## config.mk

```make
export PLATFORM = sky130hd
export DESIGN_NAME = bcd_serial_converter
export DESIGN_NICKNAME = d
export VERILOG_FILES = /design/src/rtl/bcd_serial_converter.sv
export SDC_FILE = /design/constraint.sdc
export NUM_CORES = 1
export LEC_CHECK = 0
export CORE_MARGIN = 2
export CORE_UTILIZATION = 65
export CTS_BUF_LIST = sky130_fd_sc_hd__clkbuf_4
export DETAILED_ROUTE_END_ITERATION = 10
export DONT_BUFFER_PORTS = 1
export GPL_TIMING_DRIVEN = 0
export PLACE_DENSITY = 0.81
export SYNTH_ARGS = -nofsm -noshare
export SYNTH_HDL_FRONTEND = slang
export SYNTH_SLANG_ARGS = --single-unit
```

## constraint.sdc

```tcl
create_clock -name clk -period 1.8 [get_ports clk]
set_clock_uncertainty 0.05 [all_clocks]
set_input_delay 0.27 -clock clk [delete_from_list [all_inputs] [get_ports clk]]
set_output_delay 0.27 -clock clk [all_outputs]
set_load 0.005 [all_outputs]
```

## src/rtl/bcd_serial_converter.sv

```systemverilog
// Sequential binary-to-BCD converter (double dabble), one input bit per clock.
// Signed/unsigned operand, sticky overflow when the magnitude exceeds DIGITS digits.
module bcd_serial_converter #(
    parameter int WIDTH  = 8,
    parameter int DIGITS = 3
) (
    input  logic                  clk,
    input  logic                  rst,
    input  logic                  start,
    input  logic                  signed_mode,
    input  logic [WIDTH-1:0]      bin,
    output logic                  busy,
    output logic                  done,
    output logic [4*DIGITS-1:0]   bcd,
    output logic                  neg,
    output logic                  ovf
);

    localparam int CW = $clog2(WIDTH + 1);
    localparam logic [CW-1:0]    CNT_INIT = CW'(WIDTH);
    localparam logic [CW-1:0]    CNT_ONE  = CW'(1);
    localparam logic [WIDTH-1:0] BIN_ONE  = WIDTH'(1);

    typedef enum logic {IDLE, SHIFT} state_t;

    state_t                state_reg, state_next;
    logic [WIDTH-1:0]      mag_reg, mag_next;
    logic [4*DIGITS-1:0]   digits_reg, digits_next;
    logic [CW-1:0]         cnt_reg, cnt_next;
    logic                  neg_int_reg, neg_int_next;
    logic                  ovf_int_reg, ovf_int_next;
    logic [4*DIGITS-1:0]   bcd_reg, bcd_next;
    logic                  neg_reg, neg_next;
    logic                  ovf_reg, ovf_next;
    logic                  done_reg, done_next;

    logic [4*DIGITS-1:0]   adj;
    logic [4*DIGITS-1:0]   shifted;
    logic                  carry_out;

    // Per-digit add-3 correction; digits never carry into each other here.
    genvar gi;
    generate
        for (gi = 0; gi < DIGITS; gi++) begin : g_adj
            assign adj[4*gi+3 -: 4] = (digits_reg[4*gi+3 -: 4] >= 4'd5)
                                    ? digits_reg[4*gi+3 -: 4] + 4'd3
                                    : digits_reg[4*gi+3 -: 4];
        end
    endgenerate

    assign shifted   = {adj[4*DIGITS-2:0], mag_reg[WIDTH-1]};
    assign carry_out = adj[4*DIGITS-1];

    always_ff @(posedge clk) begin
        if (rst) begin
            state_reg   <= IDLE;
            mag_reg     <= '0;
            digits_reg  <= '0;
            cnt_reg     <= '0;
            neg_int_reg <= 1'b0;
            ovf_int_reg <= 1'b0;
            bcd_reg     <= '0;
            neg_reg     <= 1'b0;
            ovf_reg     <= 1'b0;
            done_reg    <= 1'b0;
        end else begin
            state_reg   <= state_next;
            mag_reg     <= mag_next;
            digits_reg  <= digits_next;
            cnt_reg     <= cnt_next;
            neg_int_reg <= neg_int_next;
            ovf_int_reg <= ovf_int_next;
            bcd_reg     <= bcd_next;
            neg_reg     <= neg_next;
            ovf_reg     <= ovf_next;
            done_reg    <= done_next;
        end
    end

    always_comb begin
        state_next   = state_reg;
        mag_next     = mag_reg;
        digits_next  = digits_reg;
        cnt_next     = cnt_reg;
        neg_int_next = neg_int_reg;
        ovf_int_next = ovf_int_reg;
        bcd_next     = bcd_reg;
        neg_next     = neg_reg;
        ovf_next     = ovf_reg;
        done_next    = 1'b0;

        case (state_reg)
            IDLE: begin
                if (start) begin
                    state_next   = SHIFT;
                    // Most-negative input negates to itself, which is correct read as unsigned.
                    mag_next     = (signed_mode && bin[WIDTH-1]) ? (~bin + BIN_ONE) : bin;
                    neg_int_next = signed_mode & bin[WIDTH-1];
                    digits_next  = '0;
                    ovf_int_next = 1'b0;
                    cnt_next     = CNT_INIT;
                end
            end
            SHIFT: begin
                digits_next  = shifted;
                ovf_int_next = ovf_int_reg | carry_out;
                mag_next     = {mag_reg[WIDTH-2:0], 1'b0};
                cnt_next     = cnt_reg - CNT_ONE;
                if (cnt_reg == CNT_ONE) begin
                    state_next = IDLE;
                    bcd_next   = shifted;
                    neg_next   = neg_int_reg;
                    ovf_next   = ovf_int_reg | carry_out;
                    done_next  = 1'b1;
                end
            end
            default: state_next = IDLE;
        endcase
    end

    assign busy = (state_reg == SHIFT);
    assign done = done_reg;
    assign bcd  = bcd_reg;
    assign neg  = neg_reg;
    assign ovf  = ovf_reg;

endmodule

```

==> results.toml, run 1 <==
[cells_and_area]
final_cells = 297
drive_gt1_share_pct = 10.3
areaGrowthSynthToFinish_pct = 6.99
fin_nets = 273
mostFrequentLayoutCell = "dfxtp_1"
stdcell_area_um2 = 2240
layout_common_cells = "42 x dfxtp_1, 27 x nor2_1, 21 x a21oi_1, 17 x o21ai_0, 13 x nand2b_1"
diodes = 0

[cts]
post-cts-setup-buffer-count = 0
clk_pin_slew_ps = 130
cts-root-buf = "clkbuf_4"
clockBufferDepth = 2
cts.sink_count = 42
htreeDepth = 2
cts_tree = "yes"
numCtsBuffers = 5
clkLatencyLatePin_ps = 350

[timing]
tns_ps = 0
clock.fmax_mhz = 587
finalCritPeriodShare_pct = 94.7
finalSetupViolCount = 0
maxSlewViolCount = 0
finalHoldViolCount = 0
slew_headroom_pct = 67.2
post-route-min-period_ps = 1700
rsz0062_at_grt = "false"
worst_slew_pin_slew_ps = 493
whs_ps = 70.2

[floorplanning]
rows = 20
die_area_um2 = 3690
fp.coreArea_um2 = 3050
floorplan.initialDensity_pct = 68.6
io_pins = 28
die_w_um = 60.8
die_h_um = 60.8

[run]
max-cap-violations = 0

[min_path]
min_to = "mag_reg[7]"
hold_path_depth = 3
hold_path.class = "primary input to register"
min_from = "bin[5]"

[power]
leakagePower_nw = 0.774
power.density_nw_per_um2 = 786
finalPower_mw = 1.76
p_int_mw = 1.32
p_sw_share_pct = 24.8
p_sw_mw = 0.437
seqPwrFrac_pct = 55.6
ir_drop_mv = 0.471
combPwrFrac_pct = 10.4
clock_power_share_pct = 34.0

[route]
routed_wl_um = 4250
drc_errors = 0
dr_total_vias = 1690
avgViaCountPerCell = 5.69
wl_per_cell_um = 14.3
drt_first_iter_violations = 109
ant_nets = 0
drtPass1Iterations = 4

[grt]
grt_max_degree = 14
grt_overflow = 0
grt_pass1_vias = 1544
grt_use_total_pct = 26.1
antenna_found_initial = 0
grt_pass1_wl_um = 7080

[logic_synthesis]
async_flop_share_pct = 0
ys_seq_elements = 42
synth.distinct_cells = 35
netlist_instances = 244
yosysWarnings = 0
yosys-top-cells-area = "dfxtp_1 40%, ha_1 5.4%, a21oi_1 5.3%, nor2_1 4.8%, o21ai_0 4.1%"
synth_area_leader_cell = "dfxtp_1"
netlist_area_um2 = 2090
synth_top_area_share_pct = 40.1
ys.flop_type = "dfxtp_1"
synth_nets = 265
synth_seq_area_share_pct = 40.1
syn_avg_cell_area_um2 = 8.58
synth_edf_count = 0

[critical_path]
critPathCaptureType = "register"
worst-setup-path-type = "register to register"
crit_fanout = 5
cp.arrival_ps = 1940
reg2reg_depth = 6
critPathLaunchType = "register"
rrSetupSlack_ps = 100
r2r_end = "bcd[6]"
r2r-start = "digits_reg[5]"
cp.required_ps = 2040

[place]
gp_congestion = 0.918
port_buffers = 0
placed_area_um2 = 2150
place_inst = 288
hpwl_um = 2990

[run_status]
status = "finished, final reports clean"
## how the worst max path moves through the flow
stage,startpoint,endpoint,cells past startpoint
3_3_place_gp,digits_reg[0],bcd[2],6
4_1_cts,digits_reg[5],bcd[6],6
5_1_grt,digits_reg[5],bcd[6],6
3_5_place_dp,digits_reg[0],bcd[2],6
6_report,digits_reg[5],bcd[6],6
2_1_floorplan,digits_reg[0],bcd[2],6
## what timing repair did
action | in CTS | in global routing
resized for setup | 0 | 1
endpoints found under the hold margin | 1 | 0
hold buffers | 1 | 0
setup endpoints to repair | 0 | 1
## metal layers
metal  part of all wire (%)  GRT usage [%]  routed length [um]  vias up
li1                       -              -                   -      869
met1                     47           36.8                2010      773
met5                      0              0                   0        -
met4                   0.94           12.1                  40        0
met2                     47           39.2                2010       44
met3                    4.6           4.26                 197        4
## logic make-up (layout without fill, tap and decap cells)
family	count (synthesis)	in the layout	share of synthesized area, %
muxes	9	9	4.54
buffers and inverters	24	33	5.20
adders and majority gates	9	9	5.38
and+or+nand+nor	91	91	23.6
xor gates and xnor gates	8	8	3.35
AOI/OAI and AO/OA	61	61	17.8
DFF	42	42	40.1
## worst max-delay path, cell delays in order, from the launching register on
cell and delay, ps:
dfxtp_1 350, inv_1 100, ha_1 240, nand2b_1 90, a21oi_1 270, mux2_2 390
o22ai_1 150
## cell usage after synthesis, drive strengths merged (2+ instances only)
cell type	instances
a211oi	3
a21oi	22
a311oi	5
and2	3
buf	8
clkbuf	5
dfxtp	42
ha	9
inv	11
mux2	4
mux2i	5
nand2	12
nand2b	13
nand3	5
nand3b	8
nor2	27
nor2b	2
nor3	7
nor3b	11
o21ai	17
o22ai	9
or3	2
xnor2	6
xor2	2
## power groups by stage
stage	Sequential (mW)	Combinational (mW)	Clock [mW]
after CTS	0.979	0.184	0.608
after global placement	1.00	0.179	0
after floorplan	0.996	0.144	0
after global routing	0.984	0.207	0.640
after detailed placement	1.00	0.181	0
final	0.979	0.183	0.598
## per-stage QoR
| stage | utilization (%) | setup slack [ps] |
|---|---|---|
| after floorplan | - | 282 |
| after global placement | 70.4 | 150 |
| after detailed placement | 70.4 | 143 |
| after CTS | 73.3 | 84.4 |
| after global routing | 73.4 | 6.83 |
| final | 73.4 | 95.0 |
## layout make-up
type	count	area [um^2]
clock inverter	3	40.0
timing repair buffer	1	10.0
sequential	42	841
tap	44	55.1
multi-input combinational	178	1150
clock buffer	5	37.5
inverter	11	41.3
buffer	13	67.6
fill	248	812
(Power assumes the default switching activity.)
==> run 2: changes to the inputs <==
--- a/config.mk
+++ b/config.mk
@@ -12,6 +12,8 @@
 export DONT_BUFFER_PORTS = 1
 export GPL_TIMING_DRIVEN = 0
 export PLACE_DENSITY = 0.81
+export SETUP_SLACK_MARGIN = 0.2
+export SLEW_MARGIN = 20
 export SYNTH_ARGS = -nofsm -noshare
 export SYNTH_HDL_FRONTEND = slang
 export SYNTH_SLANG_ARGS = --single-unit
==> run 2 against run 1 <==
  * Critical path depth stayed put
  * Fmax is 8.1% higher
  * Flip-flop and latch count stayed put
  * Utilization is 3.8 points higher
  * Clock power is 1% higher
  * Cell count is 1.0% higher
  * Via count is 3.0% higher
  * Die area stayed put
  * Largest cell class unchanged
==> results.toml, run 2 (synthesis results as in run 1) <==
[grt]
grt_pass1_vias = 1587
grt_busiest_layer = "met2"
grt_pass1_wl_um = 7200
antenna_found_initial = 0
grt_use_total_pct = 26.5
grtUsageMet1_pct = 37.0
grt_overflow = 0
grt_use_met3_pct = 4.26
use_met2_pct = 39.6
grt_max_degree = 14

[route]
wl_per_cell_um = 15.0
avgViaCountPerCell = 5.80
drc_errors = 0
ant_nets = 0
drt_first_iter_violations = 117
dr_total_vias = 1740
routed_wl_um = 4500
drtPass1Iterations = 4

[timing]
finalCritPeriodShare_pct = 87.6
finalHoldViolCount = 0
rsz0062_at_grt = "false"
fin_ws_ps = 223
tns_ps = 0
clock.fmax_mhz = 634
post-route-min-period_ps = 1580
maxSlewViolCount = 0
finalSetupViolCount = 0
worst_slew_pin_slew_ps = 494
slew_headroom_pct = 67.1

[floorplanning]
io_pins = 28
floorplan.initialDensity_pct = 68.6
rows = 20
fp.coreArea_um2 = 3050
die_area_um2 = 3690
die_h_um = 60.8
die_w_um = 60.8

[cts]
clk_pin_slew_ps = 130
cts_tree = "yes"
cts.sink_count = 42
numCtsBuffers = 5
htreeDepth = 2
clkLatencyLatePin_ps = 360
clockBufferDepth = 2
cts-root-buf = "clkbuf_4"

[cells_and_area]
mostFrequentLayoutCell = "dfxtp_1"
drive_gt1_share_pct = 17.2
diodes = 0
fin_util_pct = 77.2
areaGrowthSynthToFinish_pct = 12.5
fillerInstances = 232
layout_common_cells = "37 x dfxtp_1, 27 x nor2_1, 19 x a21oi_1, 15 x o21ai_0"
fin_nets = 276

[critical_path]
cp_cell_sequence = "inv_1 > ha_4 > nand2b_4 > a21oi_2 > mux2_4 > o22ai_1"
reg2reg_depth = 6
worst-setup-path-type = "register to register"
rrSetupSlack_ps = 220
cp.arrival_ps = 1820
critPathLaunchType = "register"
cp.required_ps = 2050
max_stage_delay_ps = 350
crit_fanout = 5
slowest_stage = "dfxtp_1"
r2r-start = "digits_reg[0]"
r2r_end = "bcd[2]"
critPathCaptureType = "register"

[power]
power.density_nw_per_um2 = 752
p_sw_mw = 0.444
clock_power_share_pct = 34.1
p_sw_share_pct = 25.1
ir_drop_mv = 0.474
combPwrFrac_pct = 10.5
p_int_mw = 1.33
finalPower_mw = 1.77
seqPwrFrac_pct = 55.3
leakagePower_nw = 0.825

[place]
hpwl_um = 2990
place_ws_ps = 143
gp_congestion = 0.918
port_buffers = 0

[min_path]
hold_path.class = "primary input to register"
hold_path_depth = 2
min_from = "bin[5]"
min_to = "mag_reg[5]"

[run]
max-cap-violations = 0

[run_status]
status = "finished, final reports clean"
-- run 2: cell types whose count changed in the layout (fill, tap and decap cells not counted), moves of 3 or more --
| cell | delta |
|---|---|
| ha_4 | +3 |
| buf_4 | +3 |
| dfxtp_2 | +5 |
| mux2_2 | -3 |
| ha_1 | -3 |
| mux2_4 | +3 |
| dfxtp_1 | -5 |
| nand2b_1 | -3 |
| nand2b_4 | +3 |
-- run 2: cell type report --
| cell class | count | area (um^2) | share of cell area (%) |
|---|---|---|---|
| Clock inverter | 3 | 40.0 | 1.70 |
| Timing Repair Buffer | 4 | 32.5 | 1.38 |
| Tap cell | 44 | 55.1 | 2.34 |
| Buffer | 13 | 67.6 | 2.87 |
| Multi-Input combinational cell | 178 | 1230 | 52.4 |
| Inverter | 11 | 41.3 | 1.75 |
| Clock buffer | 5 | 37.5 | 1.59 |
| Sequential cell | 42 | 847 | 36.0 |
-- run 2: what timing repair did --
item,4_1_cts,5_1_grt
buffers inserted,1,2
resized for setup,8,17
hold buffers,1,0
endpoints found under the setup margin,6,15
pin swaps,3,4
endpoints found under the hold margin,1,0
-- run 2: critical path, delay by kind of cell (launching register included) --
family                     cells  cell delay [ps]
AOI/OAI and AO/OA              2              360
DFF                            1              350
muxes                          1              330
adders and majority gates      1              200
buffers and inverters          1              160
and+or+nand+nor                1               60
-- run 2: power by group through the flow --
stage | combinational [mW] | sequential (mW) | clock (mW)
6_report | 0.186 | 0.980 | 0.605
5_1_grt | 0.210 | 0.985 | 0.638
4_1_cts | 0.184 | 0.979 | 0.608
3_5_place_dp | 0.181 | 1.00 | 0
3_3_place_gp | 0.179 | 1.00 | 0
2_1_floorplan | 0.144 | 0.996 | 0
-- run 2: worst max-delay path by stage --
stage          endpoint     startpoint  slack, ps
4_1_cts          bcd[6]  digits_reg[5]        200
5_1_grt          bcd[2]  digits_reg[1]        180
3_5_place_dp     bcd[2]  digits_reg[0]        140
2_1_floorplan    bcd[2]  digits_reg[0]        280
3_3_place_gp     bcd[2]  digits_reg[0]        150
6_report         bcd[2]  digits_reg[0]        220
-- run 2: routing by layer --
layer / wire [um] / share of wire [%]
met1: 2120 / 47
met2: 2070 / 46
met3: 204 / 4.5
met4: 104 / 2.3
met5: 0 / 0
-- run 2: per-stage QoR --
step | instance area (um^2) | cells | hold WS, ps
after floorplan | 2090 | 244 | 329
after global placement | 2150 | 288 | 335
after detailed placement | 2150 | 288 | 336
after CTS | 2270 | 298 | 59.3
after global routing | 2360 | 300 | 63.5
final | 2360 | 300 | 55.5
